===== src/rtl/alu_pkg.sv =====
// Shared ALU definitions: data width, opcode tags and the per-result flag bundle.
// Pure declarations, no logic.
package alu_pkg;

    localparam int ALU_WIDTH = 32;
    localparam int ALU_OPW   = 4;

    localparam logic [ALU_OPW-1:0] ALU_AND = 4'd0;
    localparam logic [ALU_OPW-1:0] ALU_OR  = 4'd1;
    localparam logic [ALU_OPW-1:0] ALU_ADD = 4'd2;
    localparam logic [ALU_OPW-1:0] ALU_SUB = 4'd3;
    localparam logic [ALU_OPW-1:0] ALU_XOR = 4'd4;

    typedef struct packed {
        logic zero;
        logic neg;
        logic parity;
    } alu_flags_t;

endpackage


===== src/rtl/alu_flags.sv =====
// Result flag generator: zero / negative / parity of one ALU word.
// Latency: combinational. Backpressure: none, pure function of its input.
// Sits on the push path so flags are frozen with the stored entry.
module alu_flags
    import alu_pkg::*;
#(
    parameter int WIDTH = ALU_WIDTH
) (
    input  logic [WIDTH-1:0] data,
    output alu_flags_t       flags
);

    always_comb begin
        flags        = '0;
        flags.zero   = ~|data;
        flags.neg    = data[WIDTH-1];
        flags.parity = ^data;
    end

endmodule


===== src/rtl/alu_result_fifo.sv =====
// ALU result buffer: tags each accepted word with opcode and flags, queues DEPTH entries.
// Latency: 1 cycle push to out_valid, no fall-through; one push and one pop per cycle sustained.
// Backpressure: in_ready low only when full, derived from registered count (no out_ready->in_ready path).
module alu_result_fifo
    import alu_pkg::*;
#(
    parameter int DEPTH = 4,
    parameter int WIDTH = ALU_WIDTH,
    parameter int OPW   = ALU_OPW
) (
    input  logic                       clk,
    input  logic                       rst_n,
    input  logic                       in_valid,
    output logic                       in_ready,
    input  logic [WIDTH-1:0]           in_result,
    input  logic [OPW-1:0]             in_op,
    output logic                       out_valid,
    input  logic                       out_ready,
    output logic [WIDTH-1:0]           out_result,
    output logic [OPW-1:0]             out_op,
    output logic                       out_zero,
    output logic                       out_neg,
    output logic                       out_parity,
    output logic [$clog2(DEPTH):0]     count,
    output logic [15:0]                accepted_total
);

    localparam int PW = $clog2(DEPTH);
    localparam int CW = PW + 1;
    localparam logic [CW-1:0] FULL = CW'(DEPTH);

    logic [PW-1:0]    wr_ptr_q, wr_ptr_d;
    logic [PW-1:0]    rd_ptr_q, rd_ptr_d;
    logic [CW-1:0]    count_q, count_d;
    logic [15:0]      total_q, total_d;

    logic [WIDTH-1:0] result_mem_q [DEPTH];
    logic [OPW-1:0]   op_mem_q     [DEPTH];
    alu_flags_t       flags_mem_q  [DEPTH];

    alu_flags_t       in_flags;
    alu_flags_t       head_flags;
    logic             push;
    logic             pop;

    alu_flags #(.WIDTH(WIDTH)) u_flags (
        .data  (in_result),
        .flags (in_flags)
    );

    assign in_ready  = (count_q != FULL);
    assign out_valid = (count_q != '0);
    assign push      = in_valid && in_ready;
    assign pop       = out_valid && out_ready;

    always_comb begin
        wr_ptr_d = wr_ptr_q;
        rd_ptr_d = rd_ptr_q;
        count_d  = count_q;
        total_d  = total_q;
        if (push) begin
            wr_ptr_d = wr_ptr_q + PW'(1);
            total_d  = total_q + 16'd1;
        end
        if (pop) begin
            rd_ptr_d = rd_ptr_q + PW'(1);
        end
        case ({push, pop})
            2'b10:   count_d = count_q + CW'(1);
            2'b01:   count_d = count_q - CW'(1);
            default: count_d = count_q;
        endcase
    end

    always_ff @(posedge clk or negedge rst_n) begin
        if (!rst_n) begin
            wr_ptr_q <= '0;
            rd_ptr_q <= '0;
            count_q  <= '0;
            total_q  <= '0;
        end else begin
            wr_ptr_q <= wr_ptr_d;
            rd_ptr_q <= rd_ptr_d;
            count_q  <= count_d;
            total_q  <= total_d;
        end
    end

    // Storage needs no reset: stale entries are never visible while count is zero.
    always_ff @(posedge clk) begin
        if (push) begin
            result_mem_q[wr_ptr_q] <= in_result;
            op_mem_q[wr_ptr_q]     <= in_op;
            flags_mem_q[wr_ptr_q]  <= in_flags;
        end
    end

    always_comb begin
        out_result      = '0;
        out_op          = '0;
        head_flags      = '0;
        head_flags.zero = 1'b1;
        if (out_valid) begin
            out_result = result_mem_q[rd_ptr_q];
            out_op     = op_mem_q[rd_ptr_q];
            head_flags = flags_mem_q[rd_ptr_q];
        end
    end

    assign out_zero       = head_flags.zero;
    assign out_neg        = head_flags.neg;
    assign out_parity     = head_flags.parity;
    assign count          = count_q;
    assign accepted_total = total_q;

endmodule

===== config.mk =====
export PLATFORM = sky130hd
export DESIGN_NAME = alu_result_fifo
export DESIGN_NICKNAME = d
export VERILOG_FILES = /design/src/rtl/alu_pkg.sv /design/src/rtl/alu_flags.sv /design/src/rtl/alu_result_fifo.sv
export SDC_FILE = /design/constraint.sdc
export NUM_CORES = 1
export LEC_CHECK = 0
export BUFFER_PORTS_ARGS = -buffer_cell sky130_fd_sc_hd__buf_2
export CORE_ASPECT_RATIO = 1.75
export CORE_UTILIZATION = 55
export CTS_CLUSTER_DIAMETER = 200
export DETAILED_ROUTE_END_ITERATION = 6
export GPL_TIMING_DRIVEN = 0
export HOLD_SLACK_MARGIN = 0.03
export PLACE_DENSITY_LB_ADDON = 0.05
export SLEW_MARGIN = 20
export SYNTH_ARGS = -nofsm -noshare
export SYNTH_HDL_FRONTEND = slang
export SYNTH_SLANG_ARGS = --single-unit

===== constraint.sdc =====
create_clock -name clk -period 3.12 [get_ports clk]
set_input_delay 0.156 -clock clk [delete_from_list [all_inputs] [get_ports clk]]
set_output_delay 0.156 -clock clk [all_outputs]
set_load 0.02 [all_outputs]

== Word-level counts from Yosys, hierarchy flattened ==
Memories as Yosys holds them, arrays and structs flattened.
Index checks and enable logic that the tools add are counted.

* Bits in registers: 23
* RAM bits: 156
* Word-level logic and storage cells: 28
* Memories: 3

{| class="wikitable"
|+ Memories
! memory !! depth !! width !! read ports !! clocked after Yosys merged registers in !! write ports !! RTL line !! source
|-
| result_mem_q || 4 || 32 || 1 || 0 || 1 || alu_result_fifo.sv:37 || <nowiki>logic [WIDTH-1:0] result_mem_q [DEPTH];</nowiki>
|-
| op_mem_q || 4 || 4 || 1 || 0 || 1 || alu_result_fifo.sv:38 || <nowiki>logic [OPW-1:0] op_mem_q [DEPTH];</nowiki>
|-
| flags_mem_q || 4 || 3 || 1 || 0 || 1 || alu_result_fifo.sv:39 || <nowiki>alu_flags_t flags_mem_q [DEPTH];</nowiki>
|}

* Add/sub/neg operators: 5
* Equality and inequality tests: 3
* Muxes and demuxes: 6
* Reduce and logical (&&, ||, !) cells: 7

{| class="wikitable"
|+ Operators by type and width
! cell !! number
|-
| 32-bit 2-to-1 mux || 1
|-
| 32-bit OR reduction || 1
|-
| 32-bit parity || 1
|-
| 16-bit by 1-bit adder with 16-bit output, second input constant || 1
|-
| 3-bit case mux with 2 select lines || 1
|-
| 2-bit by 1-bit adder with 2-bit output, second input constant || 2
|-
| 4-bit 2-to-1 mux || 1
|-
| 3-bit by 1-bit adder with 3-bit output, second input constant || 1
|-
| 3-bit 2-to-1 mux || 1
|-
| 3-bit != test, second input constant || 1
|-
| 3-bit nonzero test || 1
|-
| 3-bit by 1-bit subtractor with 3-bit output, second input constant || 1
|-
| 2-bit by 1-bit equality test with 1-bit output, second input constant || 1
|-
| 2-bit equality test, second input constant || 1
|-
| 1-bit logical AND || 2
|-
| 1-bit 2-to-1 mux || 2
|-
| 2-bit nonzero test || 1
|-
| 1-bit zero test || 1
|}

== Depth between registers and ports, before layout ==
Gate-level depths: netlist (run 1).

* Word-level depth: 4
* Mapped depth: 11
* Gate-level depth less buffers: 10

== By module ==
Synthesis (run 1) repeated with hierarchy kept, for this count alone.

* Cells, all modules: 414
* Area total of the unflattened synthesis: 7522.2 um^2

{| class="wikitable"
|+ Modules (own cells, without submodules)
! module !! instances !! cells an instance !! area each (um^2) !! sequential area each (um^2)
|-
| alu_result_fifo || 1 || 345 || 7031.7 || 5260.0
|-
| alu_flags || 1 || 69 || 490.5 || 0.0
|}

== Worst setup path before layout (run 1) ==
Ideal clock, no wire load.

* Path kind: flip-flop to flip-flop
* From: reg count_q[1], in the netlist count[1]
* To: reg count_q[2], in the netlist count[2]
* Data arrival time: 2.257 ns
* Data required time: 3.040 ns
* Slack: 0.783 ns
* Stages on the path, launching flop included: 12
* Period minus slack after synthesis: 2.337 ns
* Cell sequence: dfrtp_1 nor3b_4 inv_2 and2_4 buf_6 clkinv_2 ha_1 inv_1 fa_1 xor2_1 nor2_1 xor2_1

* Longest elaborated chain between the ends: 4

{| class="wikitable"
|+ RTL lines
! what !! RTL line !! source
|-
| from (decl) || alu_result_fifo.sv:34 || <nowiki>logic [CW-1:0] count_q, count_d;</nowiki>
|-
| from (signal assigned) || alu_result_fifo.sv:84 || <nowiki>count_q <= count_d;</nowiki>
|-
| 3-bit != test (*) || alu_result_fifo.sv:51 || <nowiki>assign in_ready = (count_q != FULL);</nowiki>
|-
| named net in_ready || alu_result_fifo.sv:14 || <nowiki>output logic in_ready,</nowiki>
|-
| 1-bit logical AND (*) || alu_result_fifo.sv:53 || <nowiki>assign push = in_valid && in_ready;</nowiki>
|-
| 2-bit by 1-bit equality test with 1-bit output or 2-bit equality test (tied branches) || alu_result_fifo.sv:68 || <nowiki>case ({push, pop})</nowiki>
|-
| 3-bit case mux with 2 select lines or 2-bit nonzero test (tied branches) || -- ||
|}

The timed path passes the listed nets; every way through them passes the cells marked *.
A chain may end at the register's enable or synchronous reset.

== Worst setup path in the final report (run 1) ==
* From: reg count_q[1], in the netlist count[1]
* To: out out_result[21]

* Longest elaborated chain between the ends: 2

{| class="wikitable"
|+ RTL lines
! what !! RTL line !! source
|-
| 3-bit nonzero test || alu_result_fifo.sv:52 || <nowiki>assign out_valid = (count_q != '0);</nowiki>
|-
| 32-bit 2-to-1 mux || alu_result_fifo.sv:103 || <nowiki>if (out_valid) begin</nowiki>
|-
| to (decl) || alu_result_fifo.sv:19 || <nowiki>output logic [WIDTH-1:0] out_result,</nowiki>
|}

Every way passes these cells.

==> run summary, run 1 <==
Outcome - finished clean
Max H-tree Level - 4
Post_cts resized - 0
Area share of the largest cell type after synthesis - 61.6%
Async SR Flop Fraction - 13.1%
CP endpoint kind - primary output
CP startpoint kind - register
Hold Crit Depth - 3
P per Cell Area - 965 nW/um2
Number of synthesized flops with an enable pin - 152
Worst Hold End - rd_ptr_q[0]
CP max FO - 10
RSZ-0062 raised after global routing - no
Share of layout cells above drive strength 1 - 33.2%
CP cell instances - nor3_1 > inv_1 > clkbuf_1 > clkbuf_1 > and2_1 > buf_2
Cell row count - 55
Final Cell Area - 9240 um2
Tot GR Track Use - 22.5%
Post-placement cell area - 8210 um2
R2R cell count - 11
Largest net degree at the start of global routing - 24
Worst Path Class, Setup - register to primary output
Starting DRT DRC Count - 217
Clk_skew - 0.0146 ns
Routed Antenna Nets - 0
Initial antenna violation count - 0
Flop-to-flop setup slack - 0.73 ns
Routed WL per cell - 18.9 um
Yosys reg bits - 175
WL final - 14.3 mm
Commonest cells post-synth - 152 x edfxtp_1, 38 x and2_1, 38 x inv_1, 38 x mux4_2, 25 x xnor2_1
Top cell by count, worst path - clkbuf_1
Worst path required time - 2.96 ns
VDD IR max - 0.607 mV
# setup viols final - 0
Fin util - 71.0%
Clk slew on worst S/H paths - 0.07 ns
Vias - 3980
Max stage delay on crit path - 0.46 ns
Reg-to-Reg Start - count[1]
Largest area contributor in the netlist - edfxtp_1
Area grow syn2layout - 24.7%
RR Endpoint - count[2]
CTS Buf Count - 17
Starting Density - 56.9%
CTS tree - done
Fillers - 888
Die height - 155 um
Post-route setup TNS - 0 ns
Critical Path AT - 2.29 ns
GP Congestion - 0.756
Tcrit/Tclk final - 78.3%
Fin nets - 633
Synth top area cells - edfxtp_1 62%, mux4_2 12%, dfrtp_1 7.8%
Top Ports - 100
Most instantiated library cell after synthesis - edfxtp_1
Critical path's top delay family - buffers and inverters
Antenna cells - 0
PortBufs - 99
Global-route wire length before repair - 22.9 mm
Ys flop type - edfxtp_1
Max-slew violations - 0
Syn nets - 474
Total power - 0.00891 W
Total gr overflow - 0
Tightest Hold Check Type - input pin to register
Max Cap Violations - 0
Cell Area, Synth - 7400 um2
Final Hold Viols - 0
Post-synthesis average cell area - 18.0 um2
P_leak - 3.62 nW
Die Wd - 89.7 um
DRC Markers - 0
Core region area - 13000 um2
Die area - 13900 um2
CP Buf/Inv Count - 4
Sequential area share after synthesis - 69.4%
Unique masters post-synth - 33
Clock sink total - 175
Via density - 5.29
Vias in the first global route - 4368
Max clock buf depth - 2
HP Start - out_ready
Clk root buf - clkbuf_16
Post-Synthesis Cells - 411
TritonRoute pass-1 iters - 4
Synth Warn # - 0
Min cycle time layout - 2.44 ns
Slowest cell on crit path - dfrtp_1
Setup Fix Bufs, Post-CTS - 0
HPWL after DPL - 9.68 mm
Worst Max-Slew Pin Slew - 0.707 ns
Max Clock Freq - 0.409 GHz
Worst-skew pair later-pin latency - 0.43 ns
Slew margin rel. - 52.9%
[per-layer routing]
layer / track usage, % / share of wire (%) / wire, um / up-vias
met4: 10.9 / 2.1 / 301 / 0
met1: 24.7 / 38 / 5370 / 2012
met5: 0 / 0 / 0 / -
met3: 3.71 / 3.5 / 500 / 19
met2: 41.9 / 57 / 8070 / 103
li1: - / - / - / 1846
[per-stage QoR]
step / setup slack (ns) / hold WS, ns / cells
2_1_floorplan: 0.783 / -0.140 / 411
6_report: 0.677 / 0.142 / 753
4_1_cts: 0.600 / 0.121 / 753
5_1_grt: 0.427 / 0.137 / 753
3_3_place_gp: 0.247 / 0.153 / 681
3_5_place_dp: 0.729 / 0.162 / 685
[area by class of cell]
cell class / count / area (um2) / area share (%)
plain buffers: 15 / 116 / 1.26
clock buffers: 17 / 425 / 4.61
clock inverters: 14 / 226 / 2.45
inverters: 40 / 151 / 1.64
multi-input cells: 181 / 2000 / 21.7
flip-flops and latches: 175 / 5140 / 55.6
well taps: 171 / 214 / 2.32
repair buffers: 140 / 961 / 10.4
[repair_timing]
| action | in CTS | in global routing |
|---|---|---|
| endpoints found under the hold margin | 167 | 0 |
| endpoints found under the setup margin | 0 | 0 |
| hold buffers | 37 | 0 |
[registers in the layout, indices dropped and copies added, names as in the netlist]
| register | flops |
|---|---|
| result_mem_q | 124 |
| flags_mem_q | 12 |
| accepted_total | 16 |
| count | 3 |
| wr_ptr_q | 2 |
| rd_ptr_q | 2 |
| op_mem_q | 16 |
[worst max-delay path by stage]
stage	slack, ns	cells past startpoint	start	to
finish	0.68	6	count[1]	out_result[21]
global route	0.43	6	count[1]	out_result[5]
detailed placement	0.73	11	count[1]	count[2]
global placement	0.25	3	count[2]	result_mem_q[2][8]
floorplan	0.78	11	count[1]	count[2]
CTS	0.60	6	count[1]	out_result[5]
[logic make-up after synthesis]
kind of cell               synth area share (%)
and+or+nand+nor                            6.93
DFF                                        69.4
AOI/OAI and AO/OA                         0.135
buffers and inverters                      3.62
adders and majority gates                  3.99
muxes                                      11.6
xor gates and xnor gates                   4.36
[worst min-delay path, stage by stage]
cell and delay (ns):
buf_2 0.09, and2_1 0.19, xor2_1 0.09
[placed cells by master (no fill, tap or decap), drive strengths merged, types with 5 or more instances in the layout]
cell,n
edfxtp,152
buf,112
inv,45
and2,39
mux4,38
dlygate4sd3,37
xnor2,25
dfrtp,23
clkbuf,23
ha,22
xor2,11
nand2,11
and3,6
nand4,5
nand3,5
nor2,5
bufinv,5
[where the power goes]
group | leakage (nW) | switching [W] | internal (W)
registers | 1.69 | 0.000181 | 0.00311
clock network | 0.319 | 0.000894 | 0.00143
logic | 1.61 | 0.00185 | 0.00144
(Power assumes the default switching activity.)
==> run 2, diff against run 1 <==
--- a/config.mk
+++ b/config.mk
@@ -5,6 +5,7 @@
 export SDC_FILE = /design/constraint.sdc
 export NUM_CORES = 1
 export LEC_CHECK = 0
+export ABC_AREA = 1
 export BUFFER_PORTS_ARGS = -buffer_cell sky130_fd_sc_hd__buf_2
 export CORE_ASPECT_RATIO = 1.75
 export CORE_UTILIZATION = 55
==> constraint.sdc (replaced) <==
create_clock -name clk -period 2.3 [get_ports clk]
set_input_delay 0.115 -clock clk [delete_from_list [all_inputs] [get_ports clk]]
set_output_delay 0.115 -clock clk [all_outputs]
set_load 0.02 [all_outputs]
==> run 2 against run 1 <==
Compared with the run above: sequential share of layout area shrank 2.6 points; global-route usage grew 2.8 points; register-to-register slack lost 0.61 ns; non-clock buffer count grew 19; power grew 41%; setup slack lost 0.55 ns; combinational power grew 63%; critical endpoint is now count[2]; cell area grew 4.9%.
==> run summary, run 2 <==
Die area - 14700 um2
Core region area - 13900 um2
CP cell instances - inv_2 > nand3_2 > nand2_4 > buf_6 > ha_1 > inv_1 > fa_1 > a21oi_1 > o21ai_0 > xnor2_1
Non-filler instance count after layout - 1065
Critical Path AT - 2.49 ns
Top Ports - 100
Largest area contributor in the netlist - edfxtp_1
Most instantiated library cell after synthesis - nor2_1
Min cycle time layout - 2.18 ns
Antenna cells - 0
Syn nets - 776
Max Cap Violations - 0
Footprint of the multi-input gates - 2290 um2
Storage cell area - 5140 um2
Critical path's top delay family - adder cells
Max clock buf depth - 2
Worst Max-Slew Pin Slew - 0.569 ns
Post-Synthesis Cells - 713
TritonRoute pass-1 iters - 6
Max stage delay on crit path - 0.44 ns
CP Buf/Inv Count - 3
Cell Int Power - 0.00748 W
Setup Fix Bufs, Post-CTS - 0
Max Clock Freq - 0.460 GHz
Fin nets - 938
Slew margin rel. - 62.0%
Placed Instances - 996
Final Cell Area - 9690 um2
Number of synthesized flops with an enable pin - 152
Yosys reg bits - 175
Synth Warn # - 0
GP Congestion - 0.765
Largest Register - result_mem_q
# setup viols final - 0
PortBufs - 99
Hold Crit Depth - 4
Clock network fraction of total power - 21.9%
Worst-skew pair later-pin latency - 0.42 ns
HPWL after DPL - 12.7 mm
Clock sink total - 175
WL final - 17.8 mm
Clk slew on worst S/H paths - 0.07 ns
Vias in the first global route - 5788
CTS tree - done
CP startpoint kind - register
Worst Hold End - rd_ptr_q[0]
Starting Density - 56.2%
Worst path required time - 2.61 ns
P_leak - 4.03 nW
Sequential area share after synthesis - 65.8%
Tcrit/Tclk final - 94.6%
Net Sw Power - 0.00506 W
Global-route wire length before repair - 28.0 mm
Fillers - 1043
Reg-to-Reg Start - count[0]
Outcome - finished clean
HP Start - out_ready
Post-synthesis average cell area - 11.0 um2
RR Endpoint - count[2]
Clk root buf - clkbuf_16
Clk_skew - 0.0108 ns
CP max FO - 10
Routed Antenna Nets - 0
Share of layout cells above drive strength 1 - 20.2%
CTS Buf Count - 17
DRC Markers - 0
Tightest Hold Check Type - input pin to register
Synth top area cells - edfxtp_1 58%, nor2_1 8.2%, dfrtp_1 7.4%
Unique masters post-synth - 32
Cell Area, Synth - 7810 um2
Largest register FFs - 124
Max H-tree Level - 4
Largest net degree at the start of global routing - 24
Async SR Flop Fraction - 13.1%
R2R cell count - 10
Max-slew violations - 0
Tot GR Track Use - 25.3%
Vias - 5624
Slowest cell on crit path - dfrtp_1
Routed WL per cell - 16.8 um
Die height - 160 um
Commonest cells post-synth - 170 x nor2_1, 152 x edfxtp_1, 78 x o21ai_0
P per Cell Area - 1290 nW/um2
Total gr overflow - 0
Ys flop type - edfxtp_1
Power share of the combinational group - 42.8%
Post-placement cell area - 8750 um2
RSZ-0062 raised after global routing - no
Most frequent cells in the layout - 166 x nor2_1, 152 x edfxtp_1, 113 x buf_2
VDD IR max - 0.737 mV
Starting DRT DRC Count - 323
Most common cell after layout, fill and taps aside - nor2_1
Register share of total power - 35.2%
Cell row count - 57
Area grow syn2layout - 24.0%
Fin util - 69.7%
Via density - 5.28
Worst Path Class, Setup - register to register
Flop-to-flop setup slack - 0.12 ns
Final Hold Viols - 0
CP endpoint kind - register
Initial antenna violation count - 0
Area share of the largest cell type after synthesis - 58.4%
Die Wd - 92.1 um
Switch share - 40.3%
## run 2: cell types whose count changed after synthesis, sizes merged, moves of 26 or more
| cell | delta |
|---|---|
| nand2 | +69 |
| a21oi | +38 |
| inv | +26 |
| nor2 | +168 |
| o21ai | +77 |
| mux4 | -38 |
| and2 | -39 |
## run 2: through the flow
stage	setup slack, ns	TNS [ns]	total power (W)	hold WS [ns]
5_1_grt	0.00748	0	0.0132	0.124
4_1_cts	0.0604	0	0.0126	0.121
3_5_place_dp	0.124	0	0.00982	0.132
2_1_floorplan	-0.127	-19.35	0.00785	-0.181
3_3_place_gp	-0.733	-102.88	0.00943	0.121
6_report	0.125	0	0.0125	0.118
## run 2: worst max path at each step
| stage | start | end | slack [ns] | depth (start not counted) |
|---|---|---|---|---|
| CTS | rd_ptr_q[0] | out_result[31] | 0.06 | 8 |
| global placement | count[0] | result_mem_q[3][16] | -0.73 | 5 |
| detailed placement | count[0] | count[2] | 0.12 | 10 |
| finish | count[0] | count[2] | 0.12 | 10 |
| global route | count[0] | count[2] | 0.007 | 10 |
| floorplan | count[1] | flags_mem_q[0][0] | -0.13 | 5 |
## run 2: layout make-up
| cell class | instances | area share, % |
|---|---|---|
| clock buffers | 19 | 4.47 |
| repair buffers | 143 | 10.8 |
| multi-input cells | 442 | 23.7 |
| well taps | 177 | 2.29 |
| clock inverters | 13 | 1.33 |
| inverters | 65 | 2.52 |
| flip-flops and latches | 175 | 53.1 |
| plain buffers | 31 | 1.82 |
## run 2: what timing repair did
item | in CTS | in global routing
setup endpoints to repair | 1 | 5
hold buffers | 37 | 0
endpoints found under the hold margin | 167 | 0
gates resized for setup | 1 | 4
pin swaps | 0 | 0
## run 2: tightest hold or removal path, delay by kind of cell
family / cells / cell delay, ns
xor+xnor: 1 / 0.14
buf+inv: 2 / 0.14
simple gates: 1 / 0.10
## run 2: layer usage
layer | vias to the layer above | GRT usage, % | part of all wire [%]
met3 | 34 | 3.71 | 3.3
met2 | 152 | 48.6 | 56
met5 | - | 0 | 0
met4 | 0 | 10.2 | 2.4
met1 | 2727 | 27.0 | 38
li1 | 2711 | - | -
## run 2: kinds of logic (layout without fill, tap and decap cells)
logic type | count (synthesis) | after routing | synth area share [%]
simple gates | 274 | 274 | 14.5
flops | 175 | 175 | 65.8
compound gates | 118 | 118 | 7.60
buf+inv | 96 | 271 | 5.33
xor+xnor | 27 | 27 | 3.03
fa+ha+maj | 23 | 23 | 3.78
## run 2: power groups by stage
stage                     Sequential, W  Clock (W)  Combinational, W
after floorplan                 0.00455          0           0.00330
after global placement          0.00447          0           0.00495
after detailed placement        0.00448          0           0.00534
after CTS                       0.00442    0.00278           0.00541
after global routing            0.00447    0.00290           0.00584
final                           0.00442    0.00275           0.00537
